==> src/rtl/hex_display_slave.sv <==
// -----------------------------------------------------------------------------
// hex_display_slave
//
// Avalon-MM slave that owns the six DE1-SoC seven-segment displays.
// A master writes a 24-bit value (six hex nibbles), enable/blank/blink masks
// and a blink half-period divider. Each nibble is decoded to active-low
// segments, with per-digit blanking and blinking. An ADD register allows
// in-place accumulation into VALUE.
//
// Register map (word addresses):
//   0 VALUE      [23:0] R/W
//   1 CTRL       [0] enable, [6:1] blank mask, [12:7] blink mask
//   2 BLINK_DIV  [DIV_W-1:0] R/W; write reloads counter and clears phase
//   3 STATUS     [0] blink phase, read-only
//   4 ADD        write-only: VALUE <= VALUE + writedata[23:0] (mod 2^24)
//   others       read 0, writes ignored
//
// Ports:
//   clk          system clock, rising edge
//   rst_n        asynchronous active-low reset
//   address      word address
//   read/write   Avalon strobes
//   writedata    write data
//   readdata     read data, valid in the cycle waitrequest drops after a read
//   waitrequest  high for the first cycle of a read only; writes never stall
//   hex0..hex5   active-low segments {g,f,e,d,c,b,a}; hex0 shows nibble 0
// -----------------------------------------------------------------------------
module hex_display_slave #(
  parameter int unsigned BLINK_RESET = 25_000_000,
  parameter int unsigned DIV_W       = 32
) (
  input  logic        clk,
  input  logic        rst_n,
  input  logic [2:0]  address,
  input  logic        read,
  input  logic        write,
  input  logic [31:0] writedata,
  output logic [31:0] readdata,
  output logic        waitrequest,
  output logic [6:0]  hex0,
  output logic [6:0]  hex1,
  output logic [6:0]  hex2,
  output logic [6:0]  hex3,
  output logic [6:0]  hex4,
  output logic [6:0]  hex5
);

  localparam logic [2:0] ADDR_VALUE  = 3'd0;
  localparam logic [2:0] ADDR_CTRL   = 3'd1;
  localparam logic [2:0] ADDR_DIV    = 3'd2;
  localparam logic [2:0] ADDR_STATUS = 3'd3;
  localparam logic [2:0] ADDR_ADD    = 3'd4;

  localparam logic [DIV_W-1:0] DIV_RESET = DIV_W'(BLINK_RESET);

  typedef enum logic {
    IDLE,
    RD
  } state_t;

  state_t            state;
  logic [23:0]       value;
  logic [12:0]       ctrl;
  logic [DIV_W-1:0]  blink_div;
  logic [DIV_W-1:0]  blink_cnt;
  logic              phase;
  logic [6:0]        hex_q [6];
  logic [31:0]       rd_mux;
  logic              wr_en;

  // Writes are only accepted while no read is in flight.
  assign wr_en = write && (state == IDLE);

  // -------------------------------------------------------------------------
  // Nibble to active-low segment decode, bit order {g,f,e,d,c,b,a}
  // -------------------------------------------------------------------------
  function automatic logic [6:0] seg_decode(input logic [3:0] nib);
    logic [6:0] seg;
    case (nib)
      4'h0: seg = 7'h40;
      4'h1: seg = 7'h79;
      4'h2: seg = 7'h24;
      4'h3: seg = 7'h30;
      4'h4: seg = 7'h19;
      4'h5: seg = 7'h12;
      4'h6: seg = 7'h02;
      4'h7: seg = 7'h78;
      4'h8: seg = 7'h00;
      4'h9: seg = 7'h10;
      4'hA: seg = 7'h08;
      4'hB: seg = 7'h03;
      4'hC: seg = 7'h46;
      4'hD: seg = 7'h21;
      4'hE: seg = 7'h06;
      default: seg = 7'h0E;
    endcase
    return seg;
  endfunction

  // -------------------------------------------------------------------------
  // Read mux (sampled into readdata when a read is accepted)
  // -------------------------------------------------------------------------
  always_comb begin
    rd_mux = '0;
    case (address)
      ADDR_VALUE:  rd_mux = {8'h00, value};
      ADDR_CTRL:   rd_mux = {19'h0, ctrl};
      ADDR_DIV:    rd_mux = 32'(blink_div);
      ADDR_STATUS: rd_mux = {31'h0, phase};
      default:     rd_mux = '0;
    endcase
  end

  // waitrequest is combinational so the master stalls in the same cycle it
  // raises read; gating with rst_n drops it immediately on reset.
  always_comb begin
    waitrequest = rst_n && (state == IDLE) && read && !write;
  end

  // -------------------------------------------------------------------------
  // Read FSM: IDLE captures the register, RD presents it for one cycle
  // -------------------------------------------------------------------------
  always_ff @(posedge clk or negedge rst_n) begin
    if (!rst_n) begin
      state    <= IDLE;
      readdata <= '0;
    end else begin
      case (state)
        IDLE: begin
          if (read && !write) begin
            state    <= RD;
            readdata <= rd_mux;
          end
        end
        RD: begin
          state    <= IDLE;
          readdata <= '0;
        end
        default: begin
          state    <= IDLE;
          readdata <= '0;
        end
      endcase
    end
  end

  // -------------------------------------------------------------------------
  // VALUE / CTRL registers
  // -------------------------------------------------------------------------
  always_ff @(posedge clk or negedge rst_n) begin
    if (!rst_n) begin
      value <= '0;
      ctrl  <= '0;
    end else if (wr_en) begin
      case (address)
        ADDR_VALUE: value <= writedata[23:0];
        ADDR_CTRL:  ctrl  <= writedata[12:0];
        ADDR_ADD:   value <= value + writedata[23:0];  // 24-bit wrap, carry dropped
        default: ;
      endcase
    end
  end

  // -------------------------------------------------------------------------
  // Blink divider: phase toggles every BLINK_DIV+1 cycles; a zero divider
  // freezes the counter and forces the phase low.
  // -------------------------------------------------------------------------
  always_ff @(posedge clk or negedge rst_n) begin
    if (!rst_n) begin
      blink_div <= DIV_RESET;
      blink_cnt <= DIV_RESET;
      phase     <= 1'b0;
    end else if (wr_en && (address == ADDR_DIV)) begin
      blink_div <= DIV_W'(writedata);
      blink_cnt <= DIV_W'(writedata);
      phase     <= 1'b0;
    end else if (blink_div == '0) begin
      phase <= 1'b0;
    end else if (blink_cnt == '0) begin
      blink_cnt <= blink_div;
      phase     <= ~phase;
    end else begin
      blink_cnt <= blink_cnt - 1'b1;
    end
  end

  // -------------------------------------------------------------------------
  // Registered digit outputs
  // -------------------------------------------------------------------------
  always_ff @(posedge clk or negedge rst_n) begin
    if (!rst_n) begin
      for (int unsigned i = 0; i < 6; i++) begin
        hex_q[i] <= '1;
      end
    end else begin
      for (int unsigned i = 0; i < 6; i++) begin
        if (!ctrl[0] || ctrl[1 + i] || (ctrl[7 + i] && phase)) begin
          hex_q[i] <= '1;
        end else begin
          hex_q[i] <= seg_decode(value[4 * i +: 4]);
        end
      end
    end
  end

  assign hex0 = hex_q[0];
  assign hex1 = hex_q[1];
  assign hex2 = hex_q[2];
  assign hex3 = hex_q[3];
  assign hex4 = hex_q[4];
  assign hex5 = hex_q[5];

endmodule

==> config.mk <==
export PLATFORM = sky130hd
export DESIGN_NAME = hex_display_slave
export DESIGN_NICKNAME = d
export VERILOG_FILES = /design/src/rtl/hex_display_slave.sv
export SDC_FILE = /design/constraint.sdc
export NUM_CORES = 1
export LEC_CHECK = 0
export BUFFER_PORTS_ARGS = -buffer_cell sky130_fd_sc_hd__buf_2
export CAP_MARGIN = 5
export CORE_ASPECT_RATIO = 1.25
export CORE_MARGIN = 2
export CORE_UTILIZATION = 50
export CTS_BUF_LIST = sky130_fd_sc_hd__clkbuf_8
export CTS_CLUSTER_SIZE = 24
export DETAILED_ROUTE_END_ITERATION = 7
export PLACE_DENSITY = 0.7
export SLEW_MARGIN = 25
export SYNTH_ARGS = -nofsm -noshare
export SYNTH_HDL_FRONTEND = slang
export SYNTH_SLANG_ARGS = --single-unit
==> constraint.sdc <==
create_clock -name clk -period 3.2 [get_ports clk]
set_input_delay 0.32 -clock clk [delete_from_list [all_inputs] [get_ports clk]]
set_output_delay 0.32 -clock clk [all_outputs]
set_load 0.005 [all_outputs]
* Word-level counts from Yosys, hierarchy flattened
Memories as Yosys holds them, arrays and structs flattened.
Cells that the tools add are included.
** Storage, ports and cells
- Register bits after elaboration :: 177
- Bits in read-only memories :: 672
- Input bits :: 39
- Output and inout bits :: 75
- Word-level logic and storage cells :: 80
- Memories :: 6
** Memory list
- (name not given) :: depth 16, bits a word 7, rd ports 1, clocked after Yosys merged registers in 0, write ports 0, RTL line 79 : case (nib)
- (name not given) :: depth 16, bits a word 7, rd ports 1, clocked after Yosys merged registers in 0, write ports 0, RTL line 79
- (name not given) :: depth 16, bits a word 7, rd ports 1, clocked after Yosys merged registers in 0, write ports 0, RTL line 79
- (name not given) :: depth 16, bits a word 7, rd ports 1, clocked after Yosys merged registers in 0, write ports 0, RTL line 79
- (name not given) :: depth 16, bits a word 7, rd ports 1, clocked after Yosys merged registers in 0, write ports 0, RTL line 79
- (name not given) :: depth 16, bits a word 7, rd ports 1, clocked after Yosys merged registers in 0, write ports 0, RTL line 79
** Operators by class
- Add/subtract/negate cells :: 2
- Equality and inequality tests :: 6
- Muxes and demuxes :: 18
- Bitwise logic cells :: 2
- Reductions and logical operators :: 33
** Operator list (number)
- 32-bit 2-to-1 mux :: 4
- 32-bit case mux with 4 select lines :: 1
- 32-bit zero test :: 2
- 32-bit case mux with 2 select lines :: 1
- 24-bit case mux with 2 select lines :: 1
- 7-bit 2-to-1 mux :: 6
- 32-bit by 1-bit subtractor with 32-bit output (second input constant) :: 1
- 24-bit adder :: 1
- 1-bit logical AND :: 12
- 1-bit logical OR :: 12
- 3-bit by 2-bit == test with 1-bit output (second input constant) :: 2
- 1-bit 2-to-1 mux :: 4
- 2-bit AND reduction :: 2
- 3-bit by 1-bit == test with 1-bit output (second input constant) :: 1
- 3-bit == test (second input constant) :: 1
- 3-bit zero test :: 1
- 3-bit nonzero test :: 1
- 1-bit zero test :: 2
- 2-bit by 1-bit != test with 1-bit output (second input constant) :: 1
- 2-bit != test (second input constant) :: 1
- 1-bit NOT :: 2
- 1-bit case mux with 2 select lines :: 1
- 2-bit nonzero test :: 1

* Longest topological paths before layout
Gate-level depths: netlist of the first run.
- Word-level depth :: 4
- Gate-level depth with buffers :: 11
- Depth with buffers taken out :: 10

* Worst setup path after synthesis of the first run
Ideal clock, no wire load.
- Path type :: register -> register
- Start :: register value[0]
- End :: register value[18]
- Setup time :: 77 ps
- Arrival :: 2261 ps
- Required time :: 3123 ps
- Path slack :: 861 ps
- Stages on the path, launching flop included :: 11
- Path buffers :: 0
- Clock period less this slack :: 2339 ps
- Path through :: dfrtp_1 ha_1 inv_1 fa_1 nor2b_1 o31a_1 o2111ai_1 a21boi_0 a41oi_1 xor2_1 a21oi_1
** Between the ends
- Word-level cells in the longest chain between the ends :: 2
** RTL lines
- start, declared :: RTL line 62 : logic [23:0] value;
- start signal, assigned :: RTL line 156 : ADDR_VALUE: value <= writedata[23:0];
- start signal, assigned :: RTL line 158 : ADDR_ADD: value <= value + writedata[23:0];
- 24-bit adder :: RTL line 158
- 24-bit case mux with 2 select lines :: RTL line 155 : case (address)
No other way between the ends.
A chain may end at the register's enable or synchronous reset.

* Final worst setup path of the first run
- Start :: register value[0]
- End :: register value[22]
Same word-level chain as after synthesis.

==> results of run 1 <==
==> logic make-up after synthesis <==
family	after synthesis	synth area share (%)
buffers and inverters	109	4.43
multiplexers	47	4.85
flip-flops	177	42.6
AND/OR/NAND/NOR	394	17.6
adder cells (fa/ha/maj)	62	7.39
AO/OA/AOI/OAI	368	21.9
XOR/XNOR	15	1.24
==> per-stage QoR <==
step / setup slack [ns] / util, % / total power, W
final: 0.331 / 57.2 / 0.00738
after global placement: 0.480 / 55.1 / 0.00571
after global routing: 0.0717 / 57.2 / 0.00788
after floorplan: 0.861 / - / 0.00496
after detailed placement: 0.417 / 55.1 / 0.00577
after CTS: 0.394 / 57.2 / 0.00741
==> power by group through the flow <==
stage | combinational, W | clock, W | sequential [W]
2_1_floorplan | 0.00170 | 0 | 0.00326
3_3_place_gp | 0.00224 | 0 | 0.00348
3_5_place_dp | 0.00228 | 0 | 0.00349
4_1_cts | 0.00230 | 0.00166 | 0.00345
5_1_grt | 0.00259 | 0.00175 | 0.00353
6_report | 0.00230 | 0.00162 | 0.00346
==> critical path: stages, from the launching register on <==
cell	delay [ns]
dfrtp_1	0.49
ha_1	0.25
inv_1	0.06
fa_1	0.37
nor2b_1	0.19
o31a_1	0.22
o2111ai_1	0.19
a21boi_0	0.50
a21oi_1	0.16
mux2i_1	0.14
o21ai_0	0.20
==> final timing paths <==
check / from / to / slack (ns) / cells past startpoint
setup / recovery: value[0]$_DFFE_PN0P_ / value[22]$_DFFE_PN0P_ / 0.33 / 10
hold / removal: write / state$_DFF_PN0_ / 0.04 / 2
setup reg to reg: value[0]$_DFFE_PN0P_ / value[22]$_DFFE_PN0P_ / 0.33 / 10
hold reg to reg: readdata[13]$_DFFE_PN0P_ / readdata[13]$_DFFE_PN0P_ / 0.48 / 2
max in group asynchronous: rst_n / readdata[21]$_DFFE_PN0P_ / 2.00 / 3
min in group asynchronous: rst_n / state$_DFF_PN0_ / 0.23 / 2
==> layout make-up <==
| type | instances | area share, % |
|---|---|---|
| Clock inverter | 14 | 1.40 |
| Clock buffer | 18 | 2.08 |
| Sequential cell | 177 | 37.9 |
| Tap cell | 274 | 2.88 |
| Antenna cell | 2 | 0.0420 |
| Inverter | 37 | 1.17 |
| Multi-Input combinational cell | 886 | 47.4 |
| Timing Repair Buffer | 145 | 7.15 |
==> routing by layer <==
metal | track usage [%] | share of wire (%)
met1 | 33.9 | 42
met2 | 42.1 | 48
met3 | 4.93 | 5.5
met4 | 12.4 | 4.3
met5 | 0 | 0
==> flip-flops by register name (all words and copies together) (netlist names) <==
name       count
ctrl          13
hex2           7
value         24
hex0           7
hex3           7
blink_cnt     32
hex4           7
readdata      32
blink_div     32
hex1           7
hex5           7
phase          1
state          1
==> layout by cell type (no fill, tap or decap), types with 25 or more instances in the layout <==
cell type and n:
a21oi_1 77, buf_2 112, buf_4 28, dfrtp_1 111, dfstp_2 66, ha_1 61
inv_1 37, mux2i_1 30, nand2_1 191, nand3_1 25, nor2_1 59, o211ai_1 49
o21ai_0 106
==> repair_timing <==
action                    CTS  global route
gates resized for setup     0             0
hold buffers                1             0
hold endpoints to repair   16             0
==> summary.txt, run 1 <==
Syn_nets -> 1273
Pins Over Slew Limit -> 0
Setup violators final -> 0
Setup Buffers After CTS -> 0
Mean number of vias per cell -> 5.91
Clock Power Share -> 22.0%
LEAKAGE -> 5.25 nW
Cell with the most instances after synthesis -> nand2_1
Die area -> 22400 µm²
Vias in the first global route -> 8803
Rel. slew slack -> 36.8%
Seq/Total Area, Yosys -> 42.6%
Hpwl dp -> 20900 µm
Post-synthesis sequential element count -> 177
Post-layout min period -> 2.87 ns
Hold WC Path Type -> in -> reg
Worst path arrival time -> 3.25 ns
FP Rows -> 59
Crit share post-route -> 89.7%
Post-DR wirelength/cell -> 18.6 µm
Status -> completed
GRT Overall Usage -> 26.1%
YS warnings -> 0
Pwr dens -> 620 nW/µm²
Max Clock Freq -> 349 MHz
Sw frac -> 38.2%
Unique masters post-synth -> 72
Post-route ant nets -> 0
Routed WL -> 28900 µm
Area used by multi-input combinational logic -> 5650 µm²
Pin count of the biggest net entering global routing -> 102
Mapped Cells -> 1172
CTS Buffer Depth -> 2
Pint -> 0.00456 W
CTS Root Cell -> clkbuf_8
Asr flop ratio synth -> 100%
P&R area growth vs syn -> 12.4%
Synthesized area -> 10600 µm²
Maximum vdd ir drop -> 0.291 mV
Startpoint types -> flip-flop
Max-Cap Viols -> 0
# nets final -> 1365
Sequential cell area -> 4510 µm²
Clock transition at path regs -> 0.11 ns
Post-synth top area share -> 26.2%
CTS sink count -> 177
Via count -> 9171
Switching power -> 0.00282 W
Clk_skew -> 0.0183 ns
CP max FO -> 7
EDFF count, synth -> 0
DRC violations left -> 0
Die Wd -> 134 µm
Core footprint -> 20800 µm²
Non-filler cells, final -> 1553
Fin. Hold Viols -> 0
H-Tree Depth -> 4
Total Neg Setup Slack -> 0 ns
Initial Utilization -> 50.9%
Synth area leaders -> dfrtp_1 26%, dfstp_2 16%, ha_1 7.2%
Unrepaired setup endpoints after global routing -> false
Combinational cell fraction of total power -> 31.2%
CP Capture Type -> flip-flop
Die H -> 167 µm
Share of layout cells above drive strength 1 -> 22.1%
Port Buffers -> 113
Number of CTS-inserted buffers -> 17
IO Pins -> 114
Total grt overflow -> 0
1st-iter DRT viols -> 753
Synth cell count leaders -> 191 x nand2_1, 111 x dfrtp_1, 106 x o21ai_0
Syn_area_per_cell -> 9.05 µm²
Reg power frac -> 46.9%
Min Hold Slack -> 0.0365 ns
Cell area after layout -> 11900 µm²
Later-pin clock latency in the skew report -> 0.48 ns
Crit path required time -> 3.58 ns
WS Path Type -> reg -> reg
CTS tree -> yes
Final Wtd Congestion -> 0.959
Ys flop type -> dfrtp_1
Dpl cells -> 1518
Leading area contributor after synthesis -> dfrtp_1
Placed inst area -> 11500 µm²
Global-route wire length before repair -> 46500 µm
Layout fillers -> 1850
Worst Tran Pin Value -> 0.949 ns
Initial antenna violation count -> 2
Pre-antenna DRT Iters -> 5
(Power assumes the default switching activity.)
==> run 2: changes to the inputs <==
==> constraint.sdc (replaced) <==
create_clock -name clk -period 3 [get_ports clk]
set_input_delay 0.3 -clock clk [delete_from_list [all_inputs] [get_ports clk]]
set_output_delay 0.3 -clock clk [all_outputs]
set_load 0.005 [all_outputs]
==> run 2 against run 1 <==
Effect of this change:
- fmax rose by 5.5%
- global-route usage increased by 0.47 points
- hold slack worse by 0.0099 ns
- sequential share of layout area decreased by 0.061 points
- clock power shrank 3%
- critical endpoint is now value[20]$_DFFE_PN0P_
==> summary.txt, run 2 (synthesized netlist as in run 1, its figures left out) <==
Status -> completed
CTS Root Cell -> clkbuf_8
Initial antenna violation count -> 1
Die area -> 22400 µm²
CP max FO -> 7
Later-pin clock latency in the skew report -> 0.48 ns
Max-Cap Viols -> 0
Maximum vdd ir drop -> 0.337 mV
H-Tree Depth -> 4
Port Buffers -> 113
Top flop regs -> blink_cnt (32), blink_div (32), readdata (32)
Vias in the first global route -> 8935
Post-route ant nets -> 0
Tot Pwr -> 0.00777 W
Die Wd -> 134 µm
Number of CTS-inserted buffers -> 17
Global-route wire length before repair -> 47400 µm
Setup Buffers After CTS -> 0
Crit share post-route -> 90.7%
Cell area after layout -> 11900 µm²
FP Rows -> 59
GRT Overall Usage -> 26.6%
CTS sink count -> 177
CP Capture Type -> flip-flop
Post-DR wirelength/cell -> 18.6 µm
CTS tree -> yes
Sequential cell area -> 4510 µm²
WS Path Type -> reg -> reg
Clock transition at path regs -> 0.11 ns
Pre-antenna DRT Iters -> 7
CTS Buffer Depth -> 2
Rel. slew slack -> 41.9%
Post-layout min period -> 2.72 ns
Max Clock Freq -> 368 MHz
Startpoint types -> flip-flop
Share of layout cells above drive strength 1 -> 22.7%
Routed WL -> 29000 µm
Hold WC Path Type -> in -> reg
Setup violators final -> 0
Worst path arrival time -> 3.06 ns
Pin count of the biggest net entering global routing -> 112
Worst Tran Pin Value -> 0.867 ns
Final Wtd Congestion -> 0.918
# nets final -> 1376
Die H -> 167 µm
LEAKAGE -> 5.28 nW
Core footprint -> 20800 µm²
Util after Layout -> 57.3%
Total Neg Setup Slack -> 0 ns
Hpwl dp -> 21000 µm
IO Pins -> 114
Clk_skew -> 0.0181 ns
Layout fillers -> 1947
P&R area growth vs syn -> 12.6%
Mean number of vias per cell -> 5.92
Area used by multi-input combinational logic -> 5650 µm²
Unrepaired setup endpoints after global routing -> false
Fin. Hold Viols -> 0
Via count -> 9257
Pwr dens -> 651 nW/µm²
1st-iter DRT viols -> 657
DRC violations left -> 0
Commonest cells after routing, fill and taps aside -> 191 x nand2_1, 112 x buf_2, 110 x dfrtp_1
Pins Over Slew Limit -> 0
Placed inst area -> 11500 µm²
Commonest non-fill, non-tap cell in the layout -> nand2_1
Initial Utilization -> 50.9%
Total grt overflow -> 0
Crit path required time -> 3.34 ns
run 2: worst paths after layout:
kind                                          start                         to  slack [ns]  cells past startpoint
setup reg to reg               value[0]$_DFFE_PN0P_      value[20]$_DFFE_PN0P_        0.28                     11
min in group asynchronous                     rst_n    readdata[0]$_DFFE_PN0P_        0.24                      2
max in group asynchronous                     rst_n  blink_cnt[23]$_DFFE_PN0P_        1.89                      3
setup / recovery               value[0]$_DFFE_PN0P_      value[20]$_DFFE_PN0P_        0.28                     11
hold / removal                        writedata[28]  blink_div[28]$_DFFE_PN0P_        0.03                      3
hold reg to reg            readdata[22]$_DFFE_PN0P_   readdata[22]$_DFFE_PN0P_        0.48                      2
run 2: stage by stage:
| stage | std cells | hold slack [ns] | worst slack [ns] |
|---|---|---|---|
| 3_3_place_gp | 1529 | 0.170 | 0.332 |
| 2_1_floorplan | 1172 | 0.00441 | 0.661 |
| 6_report | 1563 | 0.0265 | 0.280 |
| 5_1_grt | 1562 | 0.00918 | 0.0425 |
| 4_1_cts | 1562 | 0.00624 | 0.211 |
| 3_5_place_dp | 1529 | 0.170 | 0.257 |
run 2: where the power goes:
group / leakage, nW / internal (W) / switching, W
logic: 3.00 / 0.00114 / 0.00146
registers: 2.09 / 0.00304 / 0.000563
clock network: 0.184 / 0.000600 / 0.000973
run 2: what timing repair did:
item	CTS	global route
hold buffers	1	0
gates resized for setup	0	2
endpoints found under the hold margin	20	0
setup endpoints to repair	0	1
run 2: final cells by class:
| class | instances | share of cell area [%] |
|---|---|---|
| clock buffers | 17 | 1.96 |
| flip-flops and latches | 177 | 37.8 |
| diodes | 1 | 0.0210 |
| multi-input cells | 886 | 47.3 |
| repair buffers | 156 | 7.73 |
| well taps | 274 | 2.87 |
| inverters | 37 | 1.16 |
| clock inverters | 15 | 1.11 |
run 2: routing by layer:
| layer | share of wire (%) | vias up | GRT usage [%] |
|---|---|---|---|
| li1 | - | 4432 | - |
| met1 | 43 | 4451 | 34.4 |
| met2 | 47 | 300 | 43.2 |
| met3 | 5.1 | 74 | 4.63 |
| met4 | 4.6 | 0 | 12.9 |
| met5 | 0 | - | 0 |
run 2: critical path, cell delays in order (launching register included):
cell       delay, ns
dfrtp_2         0.47
ha_1            0.26
inv_1           0.09
fa_1            0.18
nor2b_1         0.07
o31a_1          0.29
o2111ai_1       0.31
a21boi_0        0.14
buf_4           0.18
a221oi_2        0.28
mux2i_1         0.23
o22ai_1         0.08
==> run 3: changes to the inputs <==
--- a/config.mk
+++ b/config.mk
@@ -14,6 +14,7 @@
 export CTS_CLUSTER_SIZE = 24
 export DETAILED_ROUTE_END_ITERATION = 7
 export PLACE_DENSITY = 0.7
+export SETUP_SLACK_MARGIN = 0.5
 export SLEW_MARGIN = 25
 export SYNTH_ARGS = -nofsm -noshare
 export SYNTH_HDL_FRONTEND = slang
==> run 3 against run 2 <==
Effect of this change:
- flip-flop and latch count did not move
- fmax rose by 8.3%
- wire length rose by 1.0%
- count of clock-buffer cells in the layout did not move
- register-to-register slack improved by 0.21 ns
==> summary.txt, run 3 (synthesized netlist as in run 1, its figures left out) <==
Worst path arrival time -> 2.85 ns
Post-DR wirelength/cell -> 18.6 µm
Commonest non-fill, non-tap cell in the layout -> nand2_1
Maximum vdd ir drop -> 0.340 mV
Pins Over Slew Limit -> 0
CTS Root Cell -> clkbuf_8
CTS Buffer Depth -> 2
Post-layout min period -> 2.51 ns
Total grt overflow -> 0
Share of layout cells above drive strength 1 -> 25.8%
Worst Tran Pin Value -> 0.865 ns
GRT Overall Usage -> 26.6%
Max-Cap Viols -> 0
Max Clock Freq -> 398 MHz
Crit path required time -> 3.34 ns
Die area -> 22400 µm²
Reg power frac -> 45.7%
1st-iter DRT viols -> 672
DRC violations left -> 0
Fin. Hold Viols -> 0
Unrepaired setup endpoints after global routing -> true
Clock transition at path regs -> 0.11 ns
Total Neg Setup Slack -> 0 ns
Dpl cells -> 1529
Initial antenna violation count -> 1
Routed WL -> 29300 µm
Post-route ant nets -> 0
Sw frac -> 38.6%
Initial Utilization -> 50.9%
P&R area growth vs syn -> 15.0%
Global-route wire length before repair -> 47400 µm
Port Buffers -> 113
CTS sink count -> 177
Vias in the first global route -> 8940
Via count -> 9326
Hpwl dp -> 21000 µm
WS Path Type -> reg -> reg
LEAKAGE -> 5.34 nW
Clock Power Share -> 19.8%
Combinational cell fraction of total power -> 34.5%
Status -> completed
CP Capture Type -> flip-flop
Number of CTS-inserted buffers -> 17
Top flop regs -> blink_cnt (32), blink_div (32), readdata (32)
Die Wd -> 134 µm
Pin count of the biggest net entering global routing -> 112
FP Rows -> 59
Crit share post-route -> 83.7%
R2R cell count -> 11
Non-filler cells, final -> 1575
Later-pin clock latency in the skew report -> 0.49 ns
IO Pins -> 114
Hold WC Path Type -> in -> reg
Mean number of vias per cell -> 5.92
Final Wtd Congestion -> 0.918
Pre-antenna DRT Iters -> 5
Pwr dens -> 650 nW/µm²
Rel. slew slack -> 42.0%
Switching power -> 0.00306 W
Worst Hold Depth -> 3
Setup violators final -> 0
Die H -> 167 µm
Core footprint -> 20800 µm²
# nets final -> 1388
Clk_skew -> 0.0197 ns
Pint -> 0.00487 W
H-Tree Depth -> 4
Commonest cells after routing, fill and taps aside -> 191 x nand2_1, 112 x buf_2, 105 x o21ai_0
CTS tree -> yes
Startpoint types -> flip-flop
CP max FO -> 3
[run 3: cell count changes in the layout (fill, tap and decap cells not counted), moves of 3 or more]
cell,change
buf_4,+11
ha_1,-8
ha_2,+5
dfrtp_2,+7
nor4_1,-3
dfrtp_1,-7
ha_4,+3
nor4_2,+3
[run 3: per-layer routing]
layer	GRT usage [%]	wire length (µm)
met1	34.6	12600
met2	43.2	13900
met3	4.63	1490
met4	12.6	1320
met5	0	0
[run 3: layout make-up]
class,count,area [µm²]
Antenna cell,1,2.50
Clock buffer,17,234
Clock inverter,15,133
Fill cell,1905,8630
Inverter,37,139
Multi-Input combinational cell,886,5800
Sequential cell,177,4520
Tap cell,274,343
Timing Repair Buffer,168,1020
[run 3: path summary, 6_finish.rpt]
path                                     startpoint                        end  slack, ns
setup / recovery               value[0]$_DFFE_PN0P_      value[20]$_DFFE_PN0P_       0.49
hold / removal                        writedata[25]  blink_div[25]$_DFFE_PN0P_       0.02
setup reg to reg               value[0]$_DFFE_PN0P_      value[20]$_DFFE_PN0P_       0.49
hold reg to reg            readdata[22]$_DFFE_PN0P_   readdata[22]$_DFFE_PN0P_       0.48
max in group asynchronous                     rst_n   blink_div[1]$_DFFE_PN0P_       1.88
min in group asynchronous                     rst_n    readdata[0]$_DFFE_PN0P_       0.24
[run 3: stage by stage]
stage / util, % / instance area [µm²] / hold WS (ns) / setup slack, ns / power [W]
floorplan: - / 10600 / 0.00441 / 0.661 / 0.00529
global placement: 55.5 / 11500 / 0.170 / 0.332 / 0.00614
detailed placement: 55.5 / 11500 / 0.170 / 0.257 / 0.00620
CTS: 57.5 / 12000 / 0.00624 / 0.471 / 0.00782
global route: 58.5 / 12200 / 0.0108 / 0.407 / 0.00847
finish: 58.6 / 12200 / 0.0242 / 0.489 / 0.00792
[run 3: power by group through the flow]
stage               Combinational (W)  Clock, W  Sequential [W]
floorplan                     0.00181         0         0.00348
global placement              0.00251         0         0.00363
detailed placement            0.00256         0         0.00364
CTS                           0.00262   0.00160         0.00359
global route                  0.00306   0.00172         0.00369
finish                        0.00273   0.00157         0.00362
[run 3: timing repair]
item	CTS	global route
pin swaps	1	6
endpoints found under the hold margin	20	0
buffers inserted	3	9
endpoints found under the setup margin	10	35
hold buffers	1	0
gates cloned	0	0
resized for setup	8	31
[run 3: critical path, stage by stage, from the launching register on]
cell	delay (ns)
dfrtp_2	0.43
ha_2	0.21
inv_1	0.08
fa_2	0.23
nor2b_4	0.05
o31a_1	0.27
o2111ai_2	0.23
a21boi_1	0.10
buf_4	0.18
a221oi_4	0.27
mux2i_1	0.25
o22ai_1	0.09
